### src/rtl/cpu_ifetch_pkg.sv
// Shared sizing constants, entry type and counter-width helper for the cpu_ifetch_q slice.
package cpu_ifetch_pkg;

  localparam int IFETCH_AW        = 16;
  localparam int IFETCH_DW        = 16;
  localparam int IFETCH_DEPTH     = 4;
  localparam int IFETCH_DEPTH_MIN = 2;

  typedef struct packed {
    logic [IFETCH_AW-1:0] pc;
    logic [IFETCH_DW-1:0] ir;
  } fetch_entry_t;

  // Counter width able to hold 0..depth inclusive.
  function automatic int cnt_w(input int depth);
    return $clog2(depth) + 1;
  endfunction

  localparam int CNT_W = cnt_w(IFETCH_DEPTH);

endpackage

### src/rtl/cpu_ifetch_q_if.sv
// Fetch-unit bus: instruction-memory request/response plus the decode-side valid/ready handshake.
interface cpu_ifetch_q_if
  import cpu_ifetch_pkg::*;
#(
  parameter int AW = IFETCH_AW,
  parameter int DW = IFETCH_DW
);

  logic [AW-1:0] mem_addr;
  logic          mem_req;
  logic          mem_ack;
  logic          mem_rvalid;
  logic [DW-1:0] mem_rdata;

  logic          out_valid;
  logic [DW-1:0] out_ir;
  logic [AW-1:0] out_pc;
  logic          out_ready;

  modport master (
    output mem_addr, mem_req,
    input  mem_ack, mem_rvalid, mem_rdata,
    output out_valid, out_ir, out_pc,
    input  out_ready
  );

  modport slave (
    input  mem_addr, mem_req,
    output mem_ack, mem_rvalid, mem_rdata,
    input  out_valid, out_ir, out_pc,
    output out_ready
  );

endinterface

### src/rtl/cpu_ifetch_fifo.sv
// Generic synchronous FIFO with flush; head word is read straight from storage (show-ahead).
module cpu_ifetch_fifo
  import cpu_ifetch_pkg::*;
#(
  parameter int WIDTH = 32,
  parameter int DEPTH = IFETCH_DEPTH
) (
  input  logic                      clk,
  input  logic                      reset_n,
  input  logic                      flush,
  input  logic                      push,
  input  logic [WIDTH-1:0]          push_data,
  input  logic                      pop,
  output logic [WIDTH-1:0]          head_data,
  output logic                      empty,
  output logic                      full,
  output logic [cnt_w(DEPTH)-1:0]   count
);

  // Clamp keeps the pointer at least one bit wide for the smallest legal depth.
  localparam int PTR_W = $clog2((DEPTH < IFETCH_DEPTH_MIN) ? IFETCH_DEPTH_MIN : DEPTH);
  localparam int CW    = cnt_w(DEPTH);

  logic [WIDTH-1:0] mem [DEPTH];
  logic [PTR_W-1:0] wr_ptr_reg;
  logic [PTR_W-1:0] rd_ptr_reg;
  logic [CW-1:0]    count_reg;
  logic             do_push;
  logic             do_pop;

  assign empty     = (count_reg == '0);
  assign full      = (count_reg == CW'(DEPTH));
  assign count     = count_reg;
  assign head_data = mem[rd_ptr_reg];

  // A push into a full FIFO is legal only when the head leaves in the same cycle.
  assign do_push = push & (~full | pop);
  assign do_pop  = pop & ~empty;

  always_ff @(posedge clk or negedge reset_n) begin
    if (!reset_n) begin
      wr_ptr_reg <= '0;
      rd_ptr_reg <= '0;
      count_reg  <= '0;
    end else if (flush) begin
      wr_ptr_reg <= '0;
      rd_ptr_reg <= '0;
      count_reg  <= '0;
    end else begin
      if (do_push) wr_ptr_reg <= wr_ptr_reg + PTR_W'(1);
      if (do_pop)  rd_ptr_reg <= rd_ptr_reg + PTR_W'(1);
      count_reg <= count_reg + CW'(do_push) - CW'(do_pop);
    end
  end

  always_ff @(posedge clk) begin
    if (do_push && !flush) mem[wr_ptr_reg] <= push_data;
  end

endmodule

### src/rtl/cpu_ifetch_q.sv
// Instruction-fetch unit: credit-limited sequential fetch, in-order prefetch queue, redirect flush.
// Optional same-cycle response bypass to decode is enabled by defining CPU_IFETCH_BYPASS_EN.
module cpu_ifetch_q
  import cpu_ifetch_pkg::*;
#(
  parameter int            AW       = IFETCH_AW,
  parameter int            DW       = IFETCH_DW,
  parameter int            DEPTH    = IFETCH_DEPTH,
  parameter logic [AW-1:0] RESET_PC = '0
) (
  input  logic                     clk,
  input  logic                     reset_n,
  cpu_ifetch_q_if.master           bus,
  input  logic                     redirect,
  input  logic [AW-1:0]            redirect_pc,
  output logic [cnt_w(DEPTH)-1:0]  occupancy
);

  localparam int CW = cnt_w(DEPTH);
  localparam int EW = AW + DW;

  typedef struct packed {
    logic [AW-1:0] pc;
    logic [DW-1:0] ir;
  } entry_t;

  logic [AW-1:0] fetch_pc_reg,    fetch_pc_next;
  logic [CW-1:0] outstanding_reg, outstanding_next;
  logic [CW-1:0] drop_cnt_reg,    drop_cnt_next;

  logic          issue;
  logic          rsp_ok;
  logic          rsp_live;
  logic          bypass_hit;
  logic          bypass_take;
  logic          q_push;
  logic          q_pop;
  logic [CW:0]   credit_used;

  logic [AW-1:0] pc_head;
  logic          pc_empty;
  logic          pc_full;
  logic [CW-1:0] pc_count;

  entry_t        q_in;
  logic [EW-1:0] q_head_bits;
  entry_t        q_head;
  logic          q_empty;
  logic          q_full;
  logic [CW-1:0] q_count;
  logic          unused_flags;

  // Every queued entry plus every owed response (live or dropped) holds a credit.
  assign credit_used  = {1'b0, q_count} + {1'b0, outstanding_reg};
  assign bus.mem_req  = reset_n & ~redirect & (credit_used < (CW+1)'(DEPTH));
  assign bus.mem_addr = fetch_pc_reg;
  assign issue        = bus.mem_req & bus.mem_ack;

  // A response with nothing owed is a protocol error and is ignored entirely.
  assign rsp_ok   = bus.mem_rvalid & (outstanding_reg != '0);
  assign rsp_live = rsp_ok & ~redirect & (drop_cnt_reg == '0);

  assign q_in   = '{pc: pc_head, ir: bus.mem_rdata};
  assign q_head = entry_t'(q_head_bits);

`ifdef CPU_IFETCH_BYPASS_EN
  assign bypass_hit    = rsp_live & q_empty;
  assign bus.out_valid = ~q_empty | bypass_hit;
  assign bus.out_ir    = bypass_hit ? bus.mem_rdata : q_head.ir;
  assign bus.out_pc    = bypass_hit ? pc_head       : q_head.pc;
`else
  assign bypass_hit    = 1'b0;
  assign bus.out_valid = ~q_empty;
  assign bus.out_ir    = q_head.ir;
  assign bus.out_pc    = q_head.pc;
`endif

  assign bypass_take = bypass_hit & bus.out_ready;
  assign q_push      = rsp_live & ~bypass_take;
  assign q_pop       = ~q_empty & bus.out_ready & ~redirect;
  assign occupancy   = q_count;

  always_comb begin
    fetch_pc_next    = fetch_pc_reg;
    outstanding_next = outstanding_reg + CW'(issue) - CW'(rsp_ok);
    drop_cnt_next    = drop_cnt_reg;
    if (issue) fetch_pc_next = fetch_pc_reg + AW'(1);
    if (redirect) begin
      // Everything still owed after this cycle belongs to the abandoned path.
      fetch_pc_next = redirect_pc;
      drop_cnt_next = outstanding_reg - CW'(rsp_ok);
    end else if (rsp_ok && (drop_cnt_reg != '0)) begin
      drop_cnt_next = drop_cnt_reg - CW'(1);
    end
  end

  always_ff @(posedge clk or negedge reset_n) begin
    if (!reset_n) begin
      fetch_pc_reg    <= RESET_PC;
      outstanding_reg <= '0;
      drop_cnt_reg    <= '0;
    end else begin
      fetch_pc_reg    <= fetch_pc_next;
      outstanding_reg <= outstanding_next;
      drop_cnt_reg    <= drop_cnt_next;
    end
  end

  // Addresses of live requests, popped as their words come back.
  cpu_ifetch_fifo #(
    .WIDTH (AW),
    .DEPTH (DEPTH)
  ) u_pc_fifo (
    .clk       (clk),
    .reset_n   (reset_n),
    .flush     (redirect),
    .push      (issue),
    .push_data (fetch_pc_reg),
    .pop       (rsp_live),
    .head_data (pc_head),
    .empty     (pc_empty),
    .full      (pc_full),
    .count     (pc_count)
  );

  cpu_ifetch_fifo #(
    .WIDTH (EW),
    .DEPTH (DEPTH)
  ) u_entry_q (
    .clk       (clk),
    .reset_n   (reset_n),
    .flush     (redirect),
    .push      (q_push),
    .push_data (q_in),
    .pop       (q_pop),
    .head_data (q_head_bits),
    .empty     (q_empty),
    .full      (q_full),
    .count     (q_count)
  );

  assign unused_flags = ^{pc_empty, pc_full, pc_count, q_full};

  a_drop_bound: assert property (@(posedge clk) disable iff (!reset_n)
    drop_cnt_reg <= outstanding_reg);

  a_credit_bound: assert property (@(posedge clk) disable iff (!reset_n)
    credit_used <= (CW+1)'(DEPTH));

endmodule

### src/flat_wrapper.sv
// flat-port wrapper written by rule: the top's interface ports become plain ports
module cpu_ifetch_q_flat import cpu_ifetch_pkg::*;
#(
  parameter int            AW       = IFETCH_AW,
  parameter int            DW       = IFETCH_DW,
  parameter int            DEPTH    = IFETCH_DEPTH,
  parameter logic [AW-1:0] RESET_PC = '0
)
  (clk, reset_n, redirect, redirect_pc, occupancy, bus_mem_addr, bus_mem_req, bus_mem_ack, bus_mem_rvalid, bus_mem_rdata, bus_out_valid, bus_out_ir, bus_out_pc, bus_out_ready);
  cpu_ifetch_q_if #(.AW(AW), .DW(DW)) bus_i ();
  input  logic clk;
  input  logic reset_n;
  input  logic redirect;
  input  logic [AW-1:0] redirect_pc;
  output logic [cnt_w(DEPTH)-1:0] occupancy;
  output wire logic [$bits(bus_i.mem_addr)-1:0] bus_mem_addr;
  output wire logic [$bits(bus_i.mem_req)-1:0] bus_mem_req;
  input wire logic [$bits(bus_i.mem_ack)-1:0] bus_mem_ack;
  input wire logic [$bits(bus_i.mem_rvalid)-1:0] bus_mem_rvalid;
  input wire logic [$bits(bus_i.mem_rdata)-1:0] bus_mem_rdata;
  output wire logic [$bits(bus_i.out_valid)-1:0] bus_out_valid;
  output wire logic [$bits(bus_i.out_ir)-1:0] bus_out_ir;
  output wire logic [$bits(bus_i.out_pc)-1:0] bus_out_pc;
  input wire logic [$bits(bus_i.out_ready)-1:0] bus_out_ready;
  assign bus_mem_addr = bus_i.mem_addr;
  assign bus_mem_req = bus_i.mem_req;
  assign bus_i.mem_ack = bus_mem_ack;
  assign bus_i.mem_rvalid = bus_mem_rvalid;
  assign bus_i.mem_rdata = bus_mem_rdata;
  assign bus_out_valid = bus_i.out_valid;
  assign bus_out_ir = bus_i.out_ir;
  assign bus_out_pc = bus_i.out_pc;
  assign bus_i.out_ready = bus_out_ready;
  cpu_ifetch_q #(.AW(AW), .DW(DW), .DEPTH(DEPTH), .RESET_PC(RESET_PC)) u_core (.clk(clk), .reset_n(reset_n), .bus(bus_i), .redirect(redirect), .redirect_pc(redirect_pc), .occupancy(occupancy));
endmodule
### config.mk
export PLATFORM = sky130hd
export DESIGN_NAME = cpu_ifetch_q_flat
export DESIGN_NICKNAME = d
export VERILOG_FILES = /design/src/rtl/cpu_ifetch_pkg.sv /design/src/rtl/cpu_ifetch_q_if.sv /design/src/rtl/cpu_ifetch_fifo.sv /design/src/rtl/cpu_ifetch_q.sv /design/src/flat_wrapper.sv
export SDC_FILE = /design/constraint.sdc
export NUM_CORES = 1
export LEC_CHECK = 0
export CAP_MARGIN = 5
export CORE_UTILIZATION = 53
export CTS_BUF_LIST = sky130_fd_sc_hd__clkbuf_4
export CTS_CLUSTER_SIZE = 30
export DETAILED_ROUTE_END_ITERATION = 8
export GPL_TIMING_DRIVEN = 0
export HOLD_SLACK_MARGIN = 0.15
export PLACE_DENSITY_LB_ADDON = 0.25
export SLEW_MARGIN = 40
export SYNTH_ARGS = -nofsm -noshare
export SYNTH_HDL_FRONTEND = slang
export SYNTH_SLANG_ARGS = --single-unit
### constraint.sdc
create_clock -name clk -period 4.1 [get_ports clk]
set_clock_uncertainty 0.15 [all_clocks]
set_input_delay 0.82 -clock clk [delete_from_list [all_inputs] [get_ports clk]]
set_output_delay 0.82 -clock clk [all_outputs]
set_load 0.01 [all_outputs]
---- Word-level counts from Yosys, hierarchy flattened ----
Memory sizes are Yosys's and may differ from the RTL's.
Index checks and enable logic that the tools add are counted.
storage, ports and cells
  register bits ........................... 36
  bits in writable memories ............... 192
  input bits .............................. 38
  output and inout bits ................... 53
  logic and storage cells ................. 80
  memories kept ........................... 2
operators by class
  add/sub/neg operators ................... 14
  order comparisons ....................... 1
  eq/ne operators ......................... 2
  multiplexer cells ....................... 18
  bitwise operators ....................... 19
  reduce and logical (&&, ||, !) cells .... 15
memory list
  name                  words  bits a word  rd ports  clocked after Yosys merged registers in  wr ports  RTL line               RTL
  u_core.u_entry_q.mem  4      32           1         0                                        1         cpu_ifetch_fifo.sv:24  logic [WIDTH-1:0] mem [DEPTH];
  u_core.u_pc_fifo.mem  4      16           1         0                                        1         cpu_ifetch_fifo.sv:24
operators with widths
  cell                     count
  $mux W16                 2
  $add A16 B1 Y16 const B  1
  $mux W2                  8
  $and A1 B1 Y1            12
  $mux W3                  4
  $reduce_bool A2 Y1       6
  $sub A3 B1 Y3            4
  $add A3 B1 Y3            3
  $logic_not A3 Y1         3
  $add A2 B1 Y2 const B    4
  $eq A3 B3 Y1 const B     2
  $reduce_bool A3 Y1       2
  $not A1 Y1               5
  $add A3 B3 Y4            1
  $lt A4 B3 Y1 const B     1
  $mux W1                  4
  $logic_and A1 B1 Y1      3
  $sub A3 B1 Y3 const B    1
  $or A1 B1 Y1             2
  $logic_not A1 Y1         1

---- Longest topological paths before layout ----
  depth after elaboration ................. 9
  depth in mapped cells ................... 13
  mapped depth without buffers ............ 13

---- Modules after synthesis ----
From an unflattened synthesis, not the netlist that was laid out.
second synthesis, totals
  cells, all modules ...................... 498
  area, all modules ....................... 9566.7 um2
by module, submodules not included
  module                              times used  cells each  area each (um2)  sequential area each (um2)
  cpu_ifetch_fifo (u_core.u_entry_q)  1           216         5213.8           4018.9
  cpu_ifetch_fifo (u_core.u_pc_fifo)  1           132         2862.7           2097.0
  cpu_ifetch_q                        1           150         1490.2           550.5

---- Worst setup path before layout ----
No wires, ideal clock.
  path type ............................... input to register
  start point ............................. in redirect
  end point ............................... reg u_core.u_entry_q.count_reg[2], in the netlist u_core.u_entry_q.count[2]
  setup time .............................. 132 ps
  data arrival time ....................... 2778 ps
  slack ................................... 1040 ps
  cell stages on the path ................. 11
  cell sequence ........................... clkbuf_1 clkbuf_1 buf_1 nor2_1 ha_1 inv_1 ha_1 inv_1 fa_1 xnor2_1 nor2_1
on the way
  word-level cells in the longest chain between the ends .. 7
ends and longest elaborated chain
  what                                                  RTL line                                   RTL
  from (decl)                                           flat_wrapper.sv:13                         input logic redirect;
  $not A1 Y1                                            cpu_ifetch_q.sv:61, cpu_ifetch_q.sv:80
  $and A1 B1 Y1 (on tied branches)                      cpu_ifetch_q.sv:61, cpu_ifetch_q.sv:80
  $and A1 B1 Y1 / $or A1 B1 Y1 (equally long branches)  cpu_ifetch_q.sv:61, cpu_ifetch_fifo.sv:37
  $and A1 B1 Y1                                         cpu_ifetch_fifo.sv:37                      assign do_push = push & (~full | pop);
  $add A3 B1 Y3                                         cpu_ifetch_fifo.sv:52                      count_reg <= count_reg + CW'(do_push) - CW'(do_pop);
  $sub A3 B1 Y3                                         cpu_ifetch_fifo.sv:52
  $mux W3 (*)                                           cpu_ifetch_fifo.sv:45                      end else if (flush) begin
  to (signal assigned)                                  cpu_ifetch_fifo.sv:52
  to (decl)                                             cpu_ifetch_fifo.sv:27                      logic [CW-1:0] count_reg;
Every way passes the cells marked *; elsewhere a longest branch is shown, timed or not.
A chain may end at the register's enable or synchronous reset.

---- Worst setup path in the final report ----
  start point ............................. reg u_core.u_entry_q.rd_ptr_reg[0]
  end point ............................... out bus_out_pc[4]
on the way
  word-level cells in the longest chain between the ends .. 1
ends and longest elaborated chain
  what                    RTL line               RTL
  from (decl)             cpu_ifetch_fifo.sv:26  logic [PTR_W-1:0] rd_ptr_reg;
  from (signal assigned)  cpu_ifetch_fifo.sv:51  if (do_pop) rd_ptr_reg <= rd_ptr_reg + PTR_W'(1);
  $mem_v2 Z4 W32          n/a
  to (decl)               flat_wrapper.sv:23     output wire logic [$bits(bus_i.out_pc)-1:0] bus_out_pc;
Every way passes these cells.

==> key figures <==
Run status
  • Status: completed

Yosys
  • Cells after Synth: 486
  • Top-area cell type share of the netlist area: 62.93%
  • YS warnings: 0
  • Unique masters post-synth: 49
  • Sequential area share after synthesis: 72.76%
  • Syn Nets: 549
  • Number of synthesized flops with an enable pin: approximately 190
  • Synth area leader: edfxtp_1
  • Ys async rst share: around 16%
  • Post-Syn Area per Cell: 18.85 um^2
  • Synth top area cells: edfxtp_1 63%, mux4_2 12%, dfrtp_1 9.8%, ha_1 3.0%, xor2_1 0.96%
  • Yosys reg bits: 228
  • Syn Std Cell Area: slightly above 9000 um^2
  • Ys flop type: edfxtp_1

Layout
  • Util after Layout: 66.04%
  • P&R area growth vs syn: 20.80%
  • Fill cells: between 1000 and 1500
  • Layout cells sized above 1: 24.00%
  • Multi-input gate area: 2345 um^2
  • Largest register by flop count: u_core.u_entry_q.mem
  • Largest register FFs: 128
  • Nets@finish: 700
  • Storage cell area: 6666 um^2
  • Most common cell after layout, fill and taps aside: edfxtp_1
  • Commonest cells after routing, fill and taps aside: 192 x edfxtp_1, 89 x clkdlybuf4s50_1, 81 x clkbuf_4

Clock tree
  • Htree depth: 2
  • TritonCTS clock tree: built
  • Clock-pin slew on the worst setup and hold paths: 0.07 ns
  • Clock sink count: approximately 230
  • Post-CTS Setup Bufs: 0
  • Clock latency on the worst-skew pair: 0.64 ns
  • Clk buf depth: 3
  • Root Buffer: clkbuf_4
  • CTS Buf Count: 58

Power
  • Register share of total power: 49.1%
  • Switching power: ~1400 uW
  • PD cells: 507.9 nW/um^2
  • Clock power frac: between 30% and 40%
  • Tot Pwr: around 5600 uW
  • Peak supply drop: 317.3 uV
  • Lkg Pwr: 0.003842 uW
  • P_int: 4179 uW
  • Comb pwr share: 18.6%
  • Switching portion of total power: 25.66%

Routing
  • Routed vias/inst: 5.467
  • Initial DRT Pass Iterations: 5
  • Vias: 4898
  • WL/cell: 18.47 um
  • Sum of routed wire length over all layers: 16.55 mm
  • DRT iter0 DRCs: between 200 and 250
  • Residual DRC: 0
  • Antenna viol nets, final: 0

Critical path
  • R2R Path End: u_core.u_pc_fifo.count[2]
  • Worst setup path category: register to primary output
  • Stages on the worst setup path: 4
  • R2r worst-path depth: 12
  • Slowest-stage cell, CP: mux4_2
  • CP max stage delay: approximately 0.57 ns
  • Critical path endpoint: bus_out_pc[4]
  • Buf/Inv on CP: 3
  • Critical R2R Launch: u_core.u_entry_q.count[1]
  • Reg2reg setup slack: 0.82 ns
  • Critical Path RT: approximately 3.1 ns
  • Critical path peak fanout: 10
  • CP cell instances: clkbuf_1, buf_2, mux4_2, clkdlybuf4s50_1
  • Endpoint type of the worst setup path: primary output
  • Critical path arrival: between 2 and 3 ns
  • CP delay by family, top: buffers and inverters
  • CP Launch Type: register
  • Critical path origin: u_core.u_entry_q.rd_ptr_reg[0]

GRT
  • Initial antenna violation count: 1
  • Largest net degree at the start of global routing: 39
  • Vias in the first global route: 5367
  • Gr usage total: 19.88%
  • Grt ovf: 0
  • Global-route wire length before repair: 26.79 mm

STA
  • Max Slew Vio Count: 0
  • Least-Margin Pin Slew: about 0.72 ns
  • RSZ-0062 raised after global routing: no
  • Final Cycle Share: 94.34%
  • Finish-stage setup viols: 0
  • Relative slew slack: 52.05%
  • F_max: between 0.2 and 0.3 GHz
  • TNS Setup: 0 ns
  • WHS: around 0.4 ns
  • Fin crit period: 3.868 ns
  • Final hold viol count: 0
  • Final setup margin: ~0.23 ns

Die
  • Core Area: 16760 um^2
  • IO Count: just over 90
  • Starting Density: 54.67%
  • Die Wd: 133.5 um
  • Row cnt: 47
  • Die Ht: around 130 um
  • Die area: 17820 um^2

Placement
  • Port buffer count: 90
  • Placer Congestion: 0.8574
  • Pre-CTS WS: -0.1914 ns
  • Hpwl dp: 10.48 mm

Hold path
  • Worst hold path class: register to register

Run
  • Max-cap violations: 0
-- power by group through the flow --
stage	clock network [uW]	logic [uW]	registers, uW
6_report	1810	1050	2760
5_1_grt	1980	1140	2780
4_1_cts	1860	1060	2760
3_5_place_dp	0	1050	2810
3_3_place_gp	0	1030	2800
2_1_floorplan	0	625	2790
-- worst reg2reg max path, stage by stage (launching register included) --
cell and delay, ns:
dfrtp_1 0.46, ha_1 0.33, a311oi_2 0.38, nand2_2 0.24, a31oi_2 0.38, inv_1 0.12, ha_1 0.28, inv_1 0.06
ha_1 0.13, inv_1 0.05, fa_1 0.37, xnor2_1 0.17, nor2_1 0.05
-- through the flow --
| stage | instance area, um^2 | std cells |
|---|---|---|
| global placement | 10340 | 796 |
| global route | 11070 | 896 |
| CTS | 11060 | 895 |
| finish | 11070 | 896 |
| floorplan | 9163 | 486 |
| detailed placement | 10350 | 796 |
-- synthesized netlist by cell type, drive strengths merged, types with 3 or more instances --
library cell / number
a21oi: 5
a221o: 4
and2: 10
buf: 9
clkbuf: 11
dfrtp: 36
edfxtp: 192
fa: 3
ha: 22
inv: 21
mux2i: 4
mux4: 48
nand2: 20
nand3: 11
nand4: 4
nor2: 20
nor2b: 4
nor3: 3
o211ai: 3
o21ai: 11
o311ai: 3
or3: 3
xnor2: 7
xor2: 10
-- worst min path at each step --
stage	start	end	slack, ns	cells past startpoint
2_1_floorplan	u_core.u_pc_fifo.wr_ptr_reg[0]	u_core.u_pc_fifo.wr_ptr_reg[0]	0.33	1
3_3_place_gp	u_core.u_pc_fifo.wr_ptr_reg[0]	u_core.u_pc_fifo.wr_ptr_reg[0]	0.35	1
3_5_place_dp	u_core.u_pc_fifo.wr_ptr_reg[0]	u_core.u_pc_fifo.wr_ptr_reg[0]	0.39	1
4_1_cts	u_core.u_pc_fifo.wr_ptr_reg[0]	u_core.u_pc_fifo.wr_ptr_reg[0]	0.40	1
5_1_grt	u_core.u_pc_fifo.wr_ptr_reg[0]	u_core.u_pc_fifo.wr_ptr_reg[0]	0.41	1
6_report	u_core.u_pc_fifo.wr_ptr_reg[0]	u_core.u_pc_fifo.wr_ptr_reg[0]	0.40	1
-- layer usage --
layer,share of wire [%],up-vias,wire (um),GRT usage (%)
met5,0,-,0,0
met4,1.8,0,293,8.838
met3,6.3,26,1048,4.528
met2,52,181,8556,34.14
met1,40,2442,6649,24.14
li1,-,2249,-,-
-- timing repair --
action | CTS | global route
hold buffers | 1 | 0
endpoints found under the hold margin | 36 | 0
resized for setup | 0 | 1
setup endpoints to repair | 0 | 1
-- area by class of cell --
class / count / area share (%)
antenna: 1 / 0.02261
clock inverter: 18 / 0.9157
multi-input combinational: 217 / 21.18
tap: 220 / 2.487
buffer: 20 / 0.8139
inverter: 21 / 0.7122
timing repair buffer: 91 / 8.207
sequential: 228 / 60.23
clock buffer: 80 / 5.426
-- kinds of logic (layout without fill, tap and decap cells) --
family | Yosys count | after routing | synth area share (%)
flip-flops | 228 | 228 | 72.76
AND/OR/NAND/NOR | 88 | 88 | 5.080
multiplexers | 53 | 53 | 12.36
buffers and inverters | 41 | 230 | 1.816
AO/OA/AOI/OAI | 34 | 34 | 2.704
adder cells (fa/ha/maj) | 25 | 25 | 3.660
XOR/XNOR | 17 | 17 | 1.625
other | 0 | 1 | 0
No activity file was read; power rests on OpenSTA's default activity.
